$ cat src/rtl/fetch_unit_if.sv
// Fetch-unit bus bundle: instruction-memory read port, instr handshake to
// decode, and the control inputs that steer the next PC.
interface fetch_unit_if #(
    parameter int XLEN = 32
);
    logic            imem_req;
    logic [XLEN-1:0] imem_addr;
    logic            imem_gnt;
    logic            imem_rvalid;
    logic [31:0]     imem_rdata;
    logic [31:0]     instr;
    logic            instr_valid;
    logic            instr_ready;
    logic [XLEN-1:0] pc;
    logic [XLEN-1:0] pc_plus4;
    logic            PCsrc;
    logic            JALR;
    logic [XLEN-1:0] imm_ext;
    logic [XLEN-1:0] alu_result;

    modport master (
        output imem_req, imem_addr, instr, instr_valid, pc, pc_plus4,
        input  imem_gnt, imem_rvalid, imem_rdata, instr_ready,
               PCsrc, JALR, imm_ext, alu_result
    );

    modport slave (
        input  imem_req, imem_addr, instr, instr_valid, pc, pc_plus4,
        output imem_gnt, imem_rvalid, imem_rdata, instr_ready,
               PCsrc, JALR, imm_ext, alu_result
    );
endinterface

$ cat src/rtl/fetch_unit.sv
// Instruction fetch with PC ownership: one outstanding imem read, holds instr
// until decode accepts. Define FETCH_MISALIGN_TRAP_EN to trap misaligned targets.
module fetch_unit #(
    parameter int              XLEN     = 32,
    parameter logic [XLEN-1:0] RESET_PC = '0
) (
    input  logic          clk,
    input  logic          rst,
    fetch_unit_if.master  bus
`ifdef FETCH_MISALIGN_TRAP_EN
    ,
    output logic          misalign_err
`endif
);
    localparam logic [31:0] NOP = 32'h0000_0013;

    typedef enum logic [2:0] {
        S_IDLE,
        S_FETCH,
        S_WAIT,
        S_HOLD,
        S_HALT
    } state_t;

    state_t          state, state_nxt;
    logic [XLEN-1:0] pc_q;
    logic [31:0]     instr_q;
    logic [XLEN-1:0] tgt_raw;
    logic [XLEN-1:0] target;
    logic            accept;
    logic            misalign;

    assign accept = (state == S_HOLD) && bus.instr_ready;

    always_comb begin
        tgt_raw = pc_q + XLEN'(4);
        if (bus.PCsrc) begin
            if (bus.JALR) tgt_raw = bus.alu_result & ~XLEN'(1);
            else          tgt_raw = pc_q + bus.imm_ext;
        end
    end

`ifdef FETCH_MISALIGN_TRAP_EN
    assign target   = tgt_raw;
    assign misalign = (tgt_raw[1:0] != 2'b00);
`else
    // Without the trap, low bits are dropped so fetch always stays word-aligned.
    assign target   = tgt_raw & ~XLEN'(3);
    assign misalign = 1'b0;
`endif

    always_ff @(posedge clk or posedge rst) begin
        if (rst) state <= S_IDLE;
        else     state <= state_nxt;
    end

    always_comb begin
        state_nxt       = state;
        bus.imem_req    = 1'b0;
        bus.instr_valid = 1'b0;
        case (state)
            S_IDLE:  state_nxt = S_FETCH;
            S_FETCH: begin
                bus.imem_req = 1'b1;
                if (bus.imem_gnt) state_nxt = S_WAIT;
            end
            S_WAIT:  if (bus.imem_rvalid) state_nxt = S_HOLD;
            S_HOLD: begin
                bus.instr_valid = 1'b1;
                if (bus.instr_ready) state_nxt = misalign ? S_HALT : S_FETCH;
            end
            S_HALT:  state_nxt = S_HALT;
            default: state_nxt = S_IDLE;
        endcase
    end

    // Responses outside S_WAIT (e.g. stale ones from before a reset) are dropped.
    always_ff @(posedge clk or posedge rst) begin
        if (rst) begin
            pc_q    <= RESET_PC;
            instr_q <= NOP;
        end else begin
            if (state == S_WAIT && bus.imem_rvalid) instr_q <= bus.imem_rdata;
            if (accept) pc_q <= target;
        end
    end

`ifdef FETCH_MISALIGN_TRAP_EN
    always_ff @(posedge clk or posedge rst) begin
        if (rst)                      misalign_err <= 1'b0;
        else if (accept && misalign)  misalign_err <= 1'b1;
    end
`endif

    assign bus.imem_addr = pc_q;
    assign bus.pc        = pc_q;
    assign bus.pc_plus4  = pc_q + XLEN'(4);
    assign bus.instr     = instr_q;
endmodule

$ cat src/flat_wrapper.sv
// flat-port wrapper written by rule: the top's interface ports become plain ports
module fetch_unit_flat 
#(
    parameter int              XLEN     = 32,
    parameter logic [XLEN-1:0] RESET_PC = '0
)
  (clk, rst, bus_imem_req, bus_imem_addr, bus_instr, bus_instr_valid, bus_pc, bus_pc_plus4, bus_imem_gnt, bus_imem_rvalid, bus_imem_rdata, bus_instr_ready, bus_PCsrc, bus_JALR, bus_imm_ext, bus_alu_result);
  fetch_unit_if #(.XLEN(XLEN)) bus_i ();
  input  logic clk;
  input  logic rst;
  output wire logic [$bits(bus_i.imem_req)-1:0] bus_imem_req;
  output wire logic [$bits(bus_i.imem_addr)-1:0] bus_imem_addr;
  output wire logic [$bits(bus_i.instr)-1:0] bus_instr;
  output wire logic [$bits(bus_i.instr_valid)-1:0] bus_instr_valid;
  output wire logic [$bits(bus_i.pc)-1:0] bus_pc;
  output wire logic [$bits(bus_i.pc_plus4)-1:0] bus_pc_plus4;
  input wire logic [$bits(bus_i.imem_gnt)-1:0] bus_imem_gnt;
  input wire logic [$bits(bus_i.imem_rvalid)-1:0] bus_imem_rvalid;
  input wire logic [$bits(bus_i.imem_rdata)-1:0] bus_imem_rdata;
  input wire logic [$bits(bus_i.instr_ready)-1:0] bus_instr_ready;
  input wire logic [$bits(bus_i.PCsrc)-1:0] bus_PCsrc;
  input wire logic [$bits(bus_i.JALR)-1:0] bus_JALR;
  input wire logic [$bits(bus_i.imm_ext)-1:0] bus_imm_ext;
  input wire logic [$bits(bus_i.alu_result)-1:0] bus_alu_result;
  assign bus_imem_req = bus_i.imem_req;
  assign bus_imem_addr = bus_i.imem_addr;
  assign bus_instr = bus_i.instr;
  assign bus_instr_valid = bus_i.instr_valid;
  assign bus_pc = bus_i.pc;
  assign bus_pc_plus4 = bus_i.pc_plus4;
  assign bus_i.imem_gnt = bus_imem_gnt;
  assign bus_i.imem_rvalid = bus_imem_rvalid;
  assign bus_i.imem_rdata = bus_imem_rdata;
  assign bus_i.instr_ready = bus_instr_ready;
  assign bus_i.PCsrc = bus_PCsrc;
  assign bus_i.JALR = bus_JALR;
  assign bus_i.imm_ext = bus_imm_ext;
  assign bus_i.alu_result = bus_alu_result;
  fetch_unit #(.XLEN(XLEN), .RESET_PC(RESET_PC)) u_core (.clk(clk), .rst(rst), .bus(bus_i));
endmodule
$ cat config.mk
export PLATFORM = sky130hd
export DESIGN_NAME = fetch_unit_flat
export DESIGN_NICKNAME = d
export VERILOG_FILES = /design/src/rtl/fetch_unit_if.sv /design/src/rtl/fetch_unit.sv /design/src/flat_wrapper.sv
export SDC_FILE = /design/constraint.sdc
export NUM_CORES = 1
export LEC_CHECK = 0
export CELL_PAD_IN_SITES_DETAIL_PLACEMENT = 1
export CELL_PAD_IN_SITES_GLOBAL_PLACEMENT = 1
export CORE_MARGIN = 2
export CORE_UTILIZATION = 31
export DETAILED_ROUTE_END_ITERATION = 8
export PLACE_DENSITY_LB_ADDON = 0.1
export SYNTH_ARGS = -nofsm -noshare
export SYNTH_HDL_FRONTEND = slang
export SYNTH_SLANG_ARGS = --single-unit
export TNS_END_PERCENT = 20
$ cat constraint.sdc
create_clock -name clk -period 3.5 [get_ports clk]
set_clock_uncertainty 0.05 [all_clocks]
set_input_delay 0.35 -clock clk [delete_from_list [all_inputs] [get_ports clk]]
set_output_delay 0.35 -clock clk [all_outputs]
set_load 0.05 [all_outputs]
* After elaboration in Yosys (flattened, before gate mapping)
Index checks and enable logic that the tools add are counted.
** Word-level totals
- Register bits :: 65
- Output and inout port bits :: 130
- Logic and storage cells :: 24
** Operators by class
- $add $sub $neg :: 2
- Equality and inequality tests :: 7
- Multiplexer cells :: 8
- Reduce and logical (&&, ||, !) cells :: 4
** Operator list (count)
- $mux 32 :: 2
- $add 32x3->32 const B :: 1
- $add 32x32->32 :: 1
- $pmux 3 s5 :: 1
- $mux 3 :: 3
- $eq 3x2->1 const B :: 2
- $ne 2x2->1 const B :: 3
- $eq 3x1->1 const B :: 1
- $eq 3x3->1 const B :: 1
- $logic_not 3->1 :: 1
- $reduce_and 3->1 :: 1
- $logic_and 1x1->1 :: 2
- $mux 1 :: 2

* Logic depth before layout (Yosys ltp)
- Depth in word-level cells :: 3
- Mapped depth :: 10

* Worst setup path before layout
No wires, ideal clock.
- Path type :: reg-to-output
- Start :: register u_core.pc_q[3] (netlist: u_core.bus.imem_addr[3])
- End :: output bus_pc_plus4[22]
- Data arrival time :: 2916 ps
- Setup slack :: 184 ps
- Stages on the path, launching flop included :: 8
- Buffers on the path :: 0
- Cells stage by stage :: dfrtp_1 ha_1 and3_1 and3_1 nand2_1 nor3_1 nand4_1 xnor2_1
** On the way
- Cells in the longest elaborated chain, start to end :: 1
** RTL lines
- from (decl) :: RTL line fetch_unit.sv:26 : logic [XLEN-1:0] pc_q;
- from (signal assigned) :: RTL line fetch_unit.sv:84 : if (accept) pc_q <= target;
- $add 32x3->32 :: RTL line fetch_unit.sv:97 : assign bus.pc_plus4 = pc_q + XLEN'(4);
- to (decl) :: RTL line flat_wrapper.sv:16 : output wire logic [$bits(bus_i.pc_plus4)-1:0] bus_pc_plus4;
Every way passes these cells.

* Worst setup path after layout
- Start :: register u_core.pc_q[2] (netlist: u_core.bus.imem_addr[2])
- End :: output bus_pc_plus4[10]
Same word-level chain as after synthesis.

==> summary.txt <==
status: completed
worst hold path type: in2async
Max Cap Viol: 0
Hold-fix buffers, CTS: 0
Max Clk Rate: 0.303 GHz
highest net fanout along the worst path: 9
core box area: 0.0174 sq mm
arrival time at the worst endpoint: 2900 ps
startpoint types: flop
Cell Chain, Critical Path: ha_1 -> and3_1 -> and3_1 -> buf_4 -> nand3_1 -> xnor2_1 -> clkdlybuf4s50_1
Synth top area share: 28.1%
Die Height: 137 microns
number of distinct library cells after synthesis: 63
FP Rows: 48
fraction of power spent switching nets: 55.7%
Int Power: 3.99 mW
vias in the first global route: 5,872
io pins: 233
antenna diode count: 0
Seq/Total Area, Yosys: 29.6%
initial antenna violation count: 0
area of the multi-input gates: 0.00347 sq mm
FF/Latch Area: 0.00163 sq mm
Clk pwr share: 10.6%
# setup viols final: 0
synthesized cell area: 0.00551 sq mm
TritonCTS clock tree: built
Setup TNS: 0 ps
Overflow after GRT: 0
via-per-instance ratio: 5.30
Nets: 966
post-synthesis register bit count: 65
I/O Buffers: 222
routed vias: 5,625
Post-CTS Setup Bufs: 0
Finished Cell Area: 0.00814 sq mm
Mapped Cells: 645
Req. time, crit path: 3100 ps
Area growth syn-to-layout: 47.7%
Peak VDD IR: 638 uV
Setup crit end kind: primary output
fillers: 1,952
EDFF count, synth: 0
DR iter-0 viols: 157
crit path launch: u_core.bus.imem_addr[2]
CP Class: reg2out
Final Routed Wirelength: 20,800 microns
Final min period: 3300 ps
Routed wire per std cell: 19.6 microns
antenna viol nets, final: 0
DRT Pass-1 Iters: 4
YS warnings: 0
sequential share of power: 17.8%
Final Max Slew Viols: 0
Synth area leader: dfrtp_1
syn avg cell area: 8.55 sq um
fraction of layout cells with a size suffix above 1: 12.5%
worst-skew pair later-pin latency: 340 ps
slowest cell on the critical path: clkdlybuf4s50_1
H-tree depth: 3
overall routing resource usage: 21.8%
clk sinks: 65
CTS root buf: clkbuf_16
commonest non-fill, non-tap cell in the layout: clkdlybuf4s50_1
headroom to the max-slew limit: 54.1%
CP endpoint: bus_pc_plus4[10]
Max clock buf depth: 2
largest net degree at the start of global routing: 43
Initial Util: 31.8%
total chip power: 9.00 mW
Num CTS Buffers: 9
placer congestion estimate: 0.879
DP Area: 0.00781 sq mm
commonest cells after routing, fill and taps aside: clkdlybuf4s50_1, dfrtp_1, nand2_1, o21ai_0
post-DP HPWL: 16,100 microns
dominant synthesized flop cell: dfrtp_1
Reg-to-Reg Start: u_core.bus.imem_addr[2]
Hold Vio Cnt, Final: 0
pre-CTS setup slack: 105 ps
ys async rst share: 100%
Max stage delay on crit path: 850 ps
r2r setup slk: 340 ps
cells taking the most area after synthesis: dfrtp_1, ha_1, mux2_2
total die area: 0.0189 sq mm
Gate power share: 71.6%
Static Leakage: 3.38 nW
fin crit share: 94.4%
R2R Path End: u_core.bus.imem_addr[26]
cell area power density: 1110 mW/mm^2
number of cells on the worst reg-to-reg path: 11
clk slew on worst S/H paths: 60 ps
most used cell, CP: and3_1
Die Span X: 137 microns
Slew @ Worst Pin: 688 ps
Switch Pwr: 5.01 mW
DRC errors left: 0
Setup WS post-layout: 196 ps
first-pass GRT wire length: 31,900 microns
==> cells in the mapped netlist (3+ instances only) <==
cell type and number:
o21ai_0 48, nand3_1 18, nor2b_1 5, nand2b_1 4
a21oi_1 45, xnor2_1 27, buf_1 3, nor3b_1 5
nor2_1 45, ha_1 30, and3_1 11, dfstp_2 3
nor3_1 14, a22oi_1 7, and2_1 3, inv_1 11
o22ai_1 3, a31oi_1 13, mux2i_1 8, buf_2 4
o21bai_1 4, buf_4 36, a21o_1 17, nand4_1 13
nor4_1 4, a211oi_1 4, o211ai_1 8, o31ai_1 3
xor2_1 23, nand2_1 52, dfrtp_1 62, o221ai_1 6
or3_1 3, mux2_2 33, clkbuf_1 28, and4_1 7
==> through the flow <==
stage,utilization (%),cells,hold slack (ps)
global route,46.9,1062,470
floorplan,-,650,423
CTS,46.8,1062,409
finish,46.9,1062,394
global placement,45.0,1046,439
detailed placement,45.0,1046,445
==> layer usage <==
layer | share of wire, % | GRT usage, % | vias up
met2 | 49 | 38.2 | 180
met1 | 45 | 28.1 | 2741
met3 | 5.4 | 3.09 | 24
li1 | - | - | 2680
met4 | 1.4 | 5.78 | 0
met5 | 0 | 0 | -
==> logic make-up (layout without fill, tap and decap cells) <==
logic type | Yosys count | after routing | share of synthesized area, %
simple gates | 193 | 193 | 17.7
compound gates | 181 | 181 | 21.2
buf+inv | 83 | 270 | 8.19
flops | 65 | 65 | 29.6
xor+xnor | 50 | 50 | 7.94
mux | 41 | 41 | 8.19
fa+ha+maj | 31 | 31 | 7.17
other cells | 1 | 6 | 0.0680
==> worst min path at each step <==
stage	to	slack [ps]	cells after the start	startpoint
5_1_grt	u_core.bus.instr[30]	470	2	rst
2_1_floorplan	u_core.state[1]	420	1	u_core.state[2]
3_3_place_gp	u_core.bus.instr[13]	440	1	u_core.bus.instr[13]
6_report	u_core.bus.instr[2]	390	2	rst
4_1_cts	u_core.bus.instr[2]	410	2	rst
3_5_place_dp	u_core.bus.instr[15]	450	1	u_core.bus.instr[15]
==> power by group through the flow <==
stage	clock, mW	combinational, mW	sequential (mW)
finish	0.953	6.45	1.60
global route	1.01	6.82	1.68
CTS	0.980	6.48	1.61
detailed placement	0	6.46	1.62
global placement	0	6.37	1.59
floorplan	0	3.41	2.69
==> area by class of cell <==
class | count | area share [%]
Clock buffer | 9 | 2.77
Clock inverter | 7 | 1.01
Inverter | 12 | 0.553
Multi-Input combinational cell | 502 | 42.6
Sequential cell | 65 | 20.0
Tap cell | 225 | 3.46
Timing Repair Buffer | 242 | 29.6
==> critical path: cells and delay by family (launching register included) <==
kind | cells | cell delay, ps
buffers and inverters | 2 | 990
DFF | 1 | 510
and+or+nand+nor | 3 | 510
adders and majority gates | 1 | 300
xor gates and xnor gates | 1 | 240
==> timing repair <==
action / CTS / global route
pin swaps: 0 / 0
gates resized for setup: 1 / 7
endpoints found under the setup margin: 1 / 6
==> sequential cells by signal (all words and copies together) (netlist names) <==
name,cells
u_core.state,3
u_core.bus.instr,32
u_core.bus.imem_addr,30
(Power assumes the default switching activity.)
